### src/rtl/aud_pkg.sv
// Shared audio definitions used by both the recorder and the player.
// Holds the controller state encoding and the default sample/address widths.
package aud_pkg;

  localparam int AUD_DATA_W = 16;
  localparam int AUD_ADDR_W = 20;

  typedef enum logic [2:0] {
    S_IDLE  = 3'd0,
    S_WAIT  = 3'd1,
    S_SHIFT = 3'd2,
    S_STORE = 3'd3,
    S_PAUSE = 3'd4
  } aud_state_t;

endpackage

### src/rtl/aud_recorder_i2s_rx_shift.sv
// Serial-to-parallel capture of one I2S channel word, MSB first.
// o_word combines the stored bits with the bit being sampled, so it is complete when o_done fires.
module i2s_rx_shift #(
  parameter int DATA_W = 16
) (
  input  logic              i_clk,
  input  logic              i_rst_n,
  input  logic              i_clr,
  input  logic              i_en,
  input  logic              i_bit,
  output logic [DATA_W-1:0] o_word,
  output logic              o_done
);

  localparam int CNT_W = $clog2(DATA_W + 1);

  logic [CNT_W-1:0]  cnt_reg;
  logic [DATA_W-2:0] partial_reg;

  assign o_word = {partial_reg, i_bit};
  assign o_done = i_en && (cnt_reg == CNT_W'(DATA_W - 1));

  always_ff @(posedge i_clk or negedge i_rst_n) begin
    if (!i_rst_n) begin
      cnt_reg     <= '0;
      partial_reg <= '0;
    end else if (i_clr) begin
      cnt_reg     <= '0;
      partial_reg <= '0;
    end else if (i_en) begin
      cnt_reg     <= cnt_reg + CNT_W'(1);
      partial_reg <= o_word[DATA_W-2:0];
    end
  end

endmodule

### src/rtl/aud_recorder.sv
// I2S audio recorder: captures one channel from the codec and emits SRAM write strobes
// at consecutive word addresses, with start/pause/stop control and a full flag.
module aud_recorder
  import aud_pkg::*;
#(
  parameter int              DATA_W      = AUD_DATA_W,
  parameter int              ADDR_W      = AUD_ADDR_W,
  parameter logic [ADDR_W-1:0] MAX_ADDR  = ADDR_W'(20'hFFFFF),
  parameter bit              CHANNEL_SEL = 1'b0
) (
  input  logic              i_clk,
  input  logic              i_rst_n,
  input  logic              i_lrc,
  input  logic              i_data,
  input  logic              i_start,
  input  logic              i_pause,
  input  logic              i_stop,
  output logic [ADDR_W-1:0] o_address,
  output logic [DATA_W-1:0] o_data,
  output logic              o_valid,
  output logic              o_full,
  output logic              o_busy
);

  aud_state_t        state_reg, state_next;
  logic              lrc_q;
  logic [ADDR_W-1:0] addr_reg, addr_next;
  logic [DATA_W-1:0] data_reg, data_next;
  logic              full_reg, full_next;
  logic              frame_start;
  logic              shift_en;
  logic [DATA_W-1:0] rx_word;
  logic              rx_done;

  assign frame_start = (i_lrc != lrc_q) && (i_lrc == CHANNEL_SEL);
  assign shift_en    = (state_reg == S_SHIFT);

  // Counter and partial word are cleared whenever not shifting, so any abort discards them.
  i2s_rx_shift #(.DATA_W(DATA_W)) u_rx (
    .i_clk   (i_clk),
    .i_rst_n (i_rst_n),
    .i_clr   (!shift_en),
    .i_en    (shift_en),
    .i_bit   (i_data),
    .o_word  (rx_word),
    .o_done  (rx_done)
  );

  always_ff @(posedge i_clk or negedge i_rst_n) begin
    if (!i_rst_n) begin
      state_reg <= S_IDLE;
      lrc_q     <= 1'b0;
      addr_reg  <= '0;
      data_reg  <= '0;
      full_reg  <= 1'b0;
    end else begin
      state_reg <= state_next;
      lrc_q     <= i_lrc;
      addr_reg  <= addr_next;
      data_reg  <= data_next;
      full_reg  <= full_next;
    end
  end

  always_comb begin
    state_next = state_reg;
    addr_next  = addr_reg;
    data_next  = data_reg;
    full_next  = full_reg;
    case (state_reg)
      S_IDLE: begin
        if (!i_stop && i_start) begin
          addr_next  = '0;
          full_next  = 1'b0;
          state_next = S_WAIT;
        end
      end
      S_WAIT: begin
        if (i_stop)           state_next = S_IDLE;
        else if (i_pause)     state_next = S_PAUSE;
        else if (frame_start) state_next = S_SHIFT;
      end
      S_SHIFT: begin
        if (i_stop)       state_next = S_IDLE;
        else if (i_pause) state_next = S_PAUSE;
        else if (rx_done) begin
          data_next  = rx_word;
          state_next = S_STORE;
        end
      end
      S_STORE: begin
        // The strobe always completes; control pulses only steer where we go afterwards.
        if (addr_reg == MAX_ADDR) begin
          full_next  = 1'b1;
          state_next = S_IDLE;
        end else begin
          addr_next = addr_reg + ADDR_W'(1);
          if (i_stop)       state_next = S_IDLE;
          else if (i_pause) state_next = S_PAUSE;
          else              state_next = S_WAIT;
        end
      end
      S_PAUSE: begin
        if (i_stop)       state_next = S_IDLE;
        else if (i_start) state_next = S_WAIT;
      end
      default: state_next = S_IDLE;
    endcase
  end

  assign o_address = addr_reg;
  assign o_data    = data_reg;
  assign o_full    = full_reg;
  assign o_valid   = (state_reg == S_STORE);
  assign o_busy    = (state_reg == S_WAIT) || (state_reg == S_SHIFT) || (state_reg == S_STORE);

endmodule

### config.mk
export PLATFORM = sky130hd
export DESIGN_NAME = aud_recorder
export DESIGN_NICKNAME = d
export VERILOG_FILES = /design/src/rtl/aud_pkg.sv /design/src/rtl/aud_recorder_i2s_rx_shift.sv /design/src/rtl/aud_recorder.sv
export SDC_FILE = /design/constraint.sdc
export NUM_CORES = 1
export LEC_CHECK = 0
export BUFFER_PORTS_ARGS = -buffer_cell sky130_fd_sc_hd__buf_2
export CORE_MARGIN = 2
export CORE_UTILIZATION = 57
export DETAILED_ROUTE_END_ITERATION = 10
export PLACE_DENSITY = 0.82
export SYNTH_ARGS = -nofsm -noshare
export SYNTH_HDL_FRONTEND = slang
export SYNTH_SLANG_ARGS = --single-unit
### constraint.sdc
create_clock -name i_clk -period 5.8 [get_ports i_clk]
set_input_delay 0.58 -clock i_clk [delete_from_list [all_inputs] [get_ports i_clk]]
set_output_delay 0.58 -clock i_clk [all_outputs]
set_load 0.005 [all_outputs]
* Yosys cells after proc, flatten, opt, wreduce, memory -nomap -nowiden
Index checks and enable logic that the tools add are counted.
** Storage, ports and cells
- Register bits after elaboration :: 61
- Bits in latches :: 0
- RAM bits :: 0
- ROM bits :: 0
- Input bits :: 7
- Output and inout port bits :: 39
- Logic and storage cells :: 58
- Memories kept :: 0
** Operators by class
- $add $sub $neg :: 2
- Multipliers :: 0
- Div/mod/pow operators :: 0
- Magnitude comparators :: 0
- Equality and inequality tests :: 13
- Shift operators :: 0
- Muxes and demuxes :: 21
- Bitwise gates (word level) :: 3
- Reduce and logical (&&, ||, !) cells :: 12
** Operators by type and width (count)
- $mux W20 :: 2
- $pmux W20 S2 :: 1
- $mux W3 :: 12
- $add A20 B1 Y20 const B :: 1
- $eq A20 B20 Y1 const B :: 1
- $mux W15 :: 1
- $pmux W3 S5 :: 1
- $ne A4 B4 Y1 const B :: 2
- $reduce_and A4 Y1 :: 2
- $eq A3 B2 Y1 const B :: 2
- $reduce_and A3 Y1 :: 2
- $add A5 B1 Y5 const B :: 1
- $eq A5 B4 Y1 const B :: 1
- $mux W5 :: 1
- $ne A2 B2 Y1 const B :: 2
- $eq A3 B1 Y1 const B :: 1
- $eq A3 B3 Y1 const B :: 1
- $logic_and A1 B1 Y1 :: 3
- $logic_not A3 Y1 :: 1
- $ne A3 B3 Y1 const B :: 1
- $not A1 Y1 :: 3
- $logic_or A1 B1 Y1 :: 2
- $mux W1 :: 2
- $ne A2 B1 Y1 const B :: 1
- other kinds (4) :: 4

* Logic depth before layout (Yosys ltp)
- Depth after elaboration :: 6
- Depth in mapped cells :: 7
- Depth with buffers taken out :: 6

* Cells and area by module
Synthesis repeated with hierarchy kept, for this count alone.
** Unflattened totals
- Cells, all modules :: 265
- Area total of the unflattened synthesis :: 3005.4 um2
** By module, submodules not included
- aud_recorder :: instances 1, cells each 191, area an instance 2107.0 um2, sequential area each 1026.0 um2
- i2s_rx_shift :: instances 1, cells each 74, area an instance 898.4 um2, sequential area each 500.5 um2

* Worst setup path after synthesis
Ideal clock, no wire load.
- Path type :: flip-flop to flip-flop
- Start :: register u_rx.cnt_reg[0]
- End :: register data_reg[10] (netlist: o_data[10])
- Library setup time :: 0.125 ns
- Data arrival time :: 1.729 ns
- Required time :: 5.675 ns
- Setup slack :: 3.947 ns
- Cell stages (with the launch flop) :: 7
- Buffers on the path :: 1
- Period minus slack after synthesis :: 1.853 ns
- Cell sequence :: dfrtp_1 ha_1 and3_1 ha_1 nand3_1 buf_2 mux2_2
** Between the ends
- Word-level cells in the longest chain between the ends :: 3
** Ends and longest elaborated chain
- start, declared :: line aud_recorder_i2s_rx_shift.sv:17 : logic [CNT_W-1:0] cnt_reg;
- start signal, assigned :: line aud_recorder_i2s_rx_shift.sv:31 : cnt_reg <= cnt_reg + CNT_W'(1);
- $eq A5 B4 Y1 :: line aud_recorder_i2s_rx_shift.sv:21 : assign o_done = i_en && (cnt_reg == CNT_W'(DATA_W - 1));
- $logic_and A1 B1 Y1 :: line aud_recorder_i2s_rx_shift.sv:21
- $reduce_and A4 Y1 (no source line)
- end signal, assigned :: line aud_recorder.sv:60 : data_reg <= data_next;
- end, declared :: line aud_recorder.sv:28 : logic [DATA_W-1:0] data_reg, data_next;
Every way passes these cells.
A chain may end at the register's enable or synchronous reset.

* Worst setup path in the final report
- Start :: register state_reg[1]
- End :: register data_reg[10] (netlist: o_data[10])
** Between the ends
- Word-level cells in the longest chain between the ends :: 3
** Ends and longest elaborated chain
- start, declared :: line aud_recorder.sv:25 : aud_state_t state_reg, state_next;
- start signal, assigned :: line aud_recorder.sv:57 : state_reg <= state_next;
- $eq A3 B2 Y1 (*) :: line aud_recorder.sv:36, aud_recorder.sv:70
- $logic_and A1 B1 Y1 :: line aud_recorder_i2s_rx_shift.sv:21
- $reduce_and A4 Y1 (no source line) (*)
Every way passes the cells marked *; elsewhere a longest branch is shown, timed or not.

==> flow_summary.json <==
{
  "rsz_0062_raised_after_global_routing": "no",
  "floorplan.die.width_um": 73.11,
  "number_of_top_level_design_ports": 46,
  "final_worst_path_period_share": 0.4086,
  "setup.worst_path.start_class": "flop",
  "worst_hold_slack_ps": 357.6,
  "synthToLayoutAreaGrowth_pct": 17.00,
  "clock_tree.root_cell": "sky130_fd_sc_hd__clkbuf_8",
  "cp.required_ps": 6020,
  "final_util": 0.6835,
  "worstReg2RegStart": "state_reg[1]",
  "worst_slack_ps": 3430,
  "final_layout_size_suffix_gt1_frac": 0.3090,
  "cts_buffer_depth": 2,
  "slew_headroom": 0.2723,
  "p_leak_nw": 1.612,
  "clock_sink_count": 61,
  "reg2reg_depth": 4,
  "port-buffer-count": 45,
  "synth_nets": 246,
  "worstPathMaxFanout": 17,
  "final_cells": 342,
  "fp.dieArea_sq_um": 5345,
  "vias": 1916,
  "timing.critical_path.slowest_stage_cell": "sky130_fd_sc_hd__nand3_1",
  "fp-row-count": 25,
  "placed_instance_area_sq_um": 2963,
  "setup_crit_path_kind": "flop to flop",
  "largest_reg_flops": 20,
  "tritoncts_clock_tree": "built",
  "ys_types": 41,
  "power_mw": 0.8671,
  "grt_start_max_net_pins": 62,
  "setup_total_negative_slack_ps": 0,
  "max_slew.worst_pin.slew_ps": 1088,
  "ant_nets": 0,
  "syn_area_sq_um": 2723,
  "hold_path_class": "primary input to flop",
  "dp_worst_setup_slack_ps": 3412,
  "worst_ir_drop_vdd_mv": 0.1936,
  "clkTransAtPathRegs_ps": 70,
  "place_congestion": 0.8470,
  "drtIter0Drc": 110,
  "timing.clock.skew_ps": 5.630,
  "worst_path_largest_cell_delay_ps": 670,
  "power.density_cell_area_nw_per_um2": 272.2,
  "postCtsResizedCells": 0,
  "hold_path.startpoint": "i_lrc",
  "ff2ff_setup_slack_ps": 3430,
  "grt_first_pass_wirelength_um": 7990,
  "detailedRoute.firstPassIterationCount": 4,
  "yosysWarnings": 0,
  "capture_instance_of_the_worst_register_to_register_path": "o_data[10]",
  "hold_path_depth": 1,
  "detail_routed_net_length_per_standard_cell_um": 13.85,
  "ys_seq_area_frac": 0.5607,
  "die_height_um": 73.11,
  "clk_latency_worst_skew_pair_ps": 340,
  "drc": 0,
  "max_clock_freq_mhz": 422.0,
  "buffers_inserted_during_post_cts_setup_optimization": 0,
  "hold_violations": 0,
  "vias_per_cell": 5.602,
  "grt_antenna_before_repair": 0,
  "crit_arrival_ps": 2590,
  "worst_hold_path.endpoint": "lrc_q",
  "antenna_cells_inserted": 0,
  "grt.overflow.total": 0,
  "fin_crit_ps": 2370,
  "grt_usage": 0.2021,
  "drv_slew": 0,
  "ys_seq_elements": 61,
  "synth_edf_count": 0,
  "timing.critical_path.cells": "nand2b_1 > nor2_2 > nand3_1 > mux2_2",
  "routed_wl_um": 4735,
  "hpwlAfterDp_um": 3238,
  "dp.cells": 326,
  "synthesis.instances": 236,
  "nFillCells": 352,
  "final_nets": 293,
  "ctsHtreeMaxLevel": 3,
  "cts_hold_repair.buffers": 0,
  "initial_standard_cell_utilization_of_the_core": 0.5842,
  "synth_top_flop_cell": "sky130_fd_sc_hd__dfrtp_1",
  "numCtsBuffers": 9,
  "postSynth.asyncResetShare": 1.000,
  "outcome": "completed",
  "maxCapViolCount": 0,
  "first_global_vias": 1757,
  "final_area_sq_um": 3186,
  "finalSetupViolCount": 0,
  "syn_avg_cell_area_sq_um": 11.54,
  "endpoint_kind": "flop",
  "core_sq_um": 4661
}
[final cells by class]
cell class	instances	area, sq um	area share
inverters	9	33.78	0.01060
well taps	54	67.56	0.02121
clock buffers	9	123.9	0.03888
multi-input cells	156	1102	0.3460
repair buffers	46	232.7	0.07306
clock inverters	7	98.84	0.03103
flip-flops and latches	61	1526	0.4792
[kinds of logic (layout without fill, tap and decap cells)]
family,count (synthesis),count (layout),share of synthesized area
and+or+nand+nor,93,93,0.2013
DFF,61,61,0.5607
AOI/OAI and AO/OA,31,31,0.08089
buffers and inverters,19,71,0.03446
muxes,17,17,0.07031
xor gates and xnor gates,12,12,0.03860
adders and majority gates,3,3,0.01379
[cell usage in the layout, fill, tap and decap left out, drive strengths merged]
| cell | synthesis | layout |
|---|---|---|
| ha | 3 | 3 |
| o211ai | 3 | 3 |
| inv | 9 | 10 |
| a21oi | 8 | 8 |
| nor2b | 1 | 1 |
| and2 | 17 | 17 |
| nand2b | 4 | 4 |
| nand3 | 11 | 11 |
| or2 | 3 | 3 |
| and4 | 3 | 3 |
| a211oi | 4 | 4 |
| clkinvlp | 0 | 1 |
| a31o | 1 | 1 |
| clkinv | 0 | 3 |
| o41ai | 1 | 1 |
| nor4 | 3 | 3 |
| nand2 | 7 | 7 |
| clkbuf | 3 | 9 |
| or4 | 3 | 3 |
| xnor2 | 11 | 11 |
| bufinv | 0 | 2 |
| a21o | 1 | 1 |
| nand4b | 1 | 1 |
| mux2 | 17 | 17 |
| nand4 | 5 | 5 |
| a32o | 1 | 1 |
| o21ai | 7 | 7 |
| nand3b | 1 | 1 |
| buf | 7 | 46 |
| xor2 | 1 | 1 |
| or3 | 4 | 4 |
| o31ai | 4 | 4 |
| nor2 | 22 | 22 |
| nor3 | 6 | 6 |
| dfrtp | 61 | 61 |
| and3 | 2 | 2 |
| a2111oi | 1 | 1 |
[worst max path at each step]
stage | from | end | cells after the start
floorplan | u_rx.cnt_reg[0] | o_data[10] | 6
global placement | state_reg[2] | o_data[14] | 4
detailed placement | state_reg[2] | o_data[5] | 4
CTS | state_reg[2] | o_data[2] | 4
global route | state_reg[2] | o_data[7] | 4
finish | state_reg[1] | o_data[10] | 4
[worst max-delay path: cells and delay by family (launching register included)]
family / cells / cell delay, ps
multiplexers: 1 / 500
AND/OR/NAND/NOR: 3 / 1230
flip-flops: 1 / 520
[synthesized netlist by cell type, types with 2 or more instances]
cell                       number  area (sq um)
sky130_fd_sc_hd__buf_4          3         22.52
sky130_fd_sc_hd__nand4_1        4         25.02
sky130_fd_sc_hd__o21ai_0        7         35.03
sky130_fd_sc_hd__or2_2          2         12.51
sky130_fd_sc_hd__clkbuf_1       3         11.26
sky130_fd_sc_hd__nor2_1        20         75.07
sky130_fd_sc_hd__inv_1          9         33.78
sky130_fd_sc_hd__and3_1         2         12.51
sky130_fd_sc_hd__a21oi_1        8         40.04
sky130_fd_sc_hd__o211ai_1       3         22.52
sky130_fd_sc_hd__nand2_1        7         26.28
sky130_fd_sc_hd__nor3_1         6         30.03
sky130_fd_sc_hd__or4_1          3         22.52
sky130_fd_sc_hd__and4_1         3         26.28
sky130_fd_sc_hd__ha_1           3         37.54
sky130_fd_sc_hd__mux2_2        17         191.4
sky130_fd_sc_hd__dfrtp_1       61          1526
sky130_fd_sc_hd__nor2_2         2         12.51
sky130_fd_sc_hd__or3_1          4         25.02
sky130_fd_sc_hd__nand2b_1       4         25.02
sky130_fd_sc_hd__xnor2_1       11         96.34
sky130_fd_sc_hd__o31ai_1        4         30.03
sky130_fd_sc_hd__nand3_1       11         55.05
sky130_fd_sc_hd__buf_2          3         15.01
sky130_fd_sc_hd__and2_1        17         106.4
sky130_fd_sc_hd__a211oi_1       4         30.03
[metal layers]
metal | wire [um] | GRT usage
met5 | 0 | 0
met1 | 2234 | 0.2705
met3 | 260 | 0.08425
met4 | 69 | 0.08025
met2 | 2171 | 0.2923
[power by group]
part / leakage, nW / internal (mW) / switching, mW / total (mW)
sequential: 0.849 / 0.427 / 0.00306 / 0.430
combinational: 0.653 / 0.00729 / 0.0169 / 0.0242
clock: 0.110 / 0.244 / 0.169 / 0.413
total: 1.61 / 0.678 / 0.189 / 0.867
(Power assumes the default switching activity.)
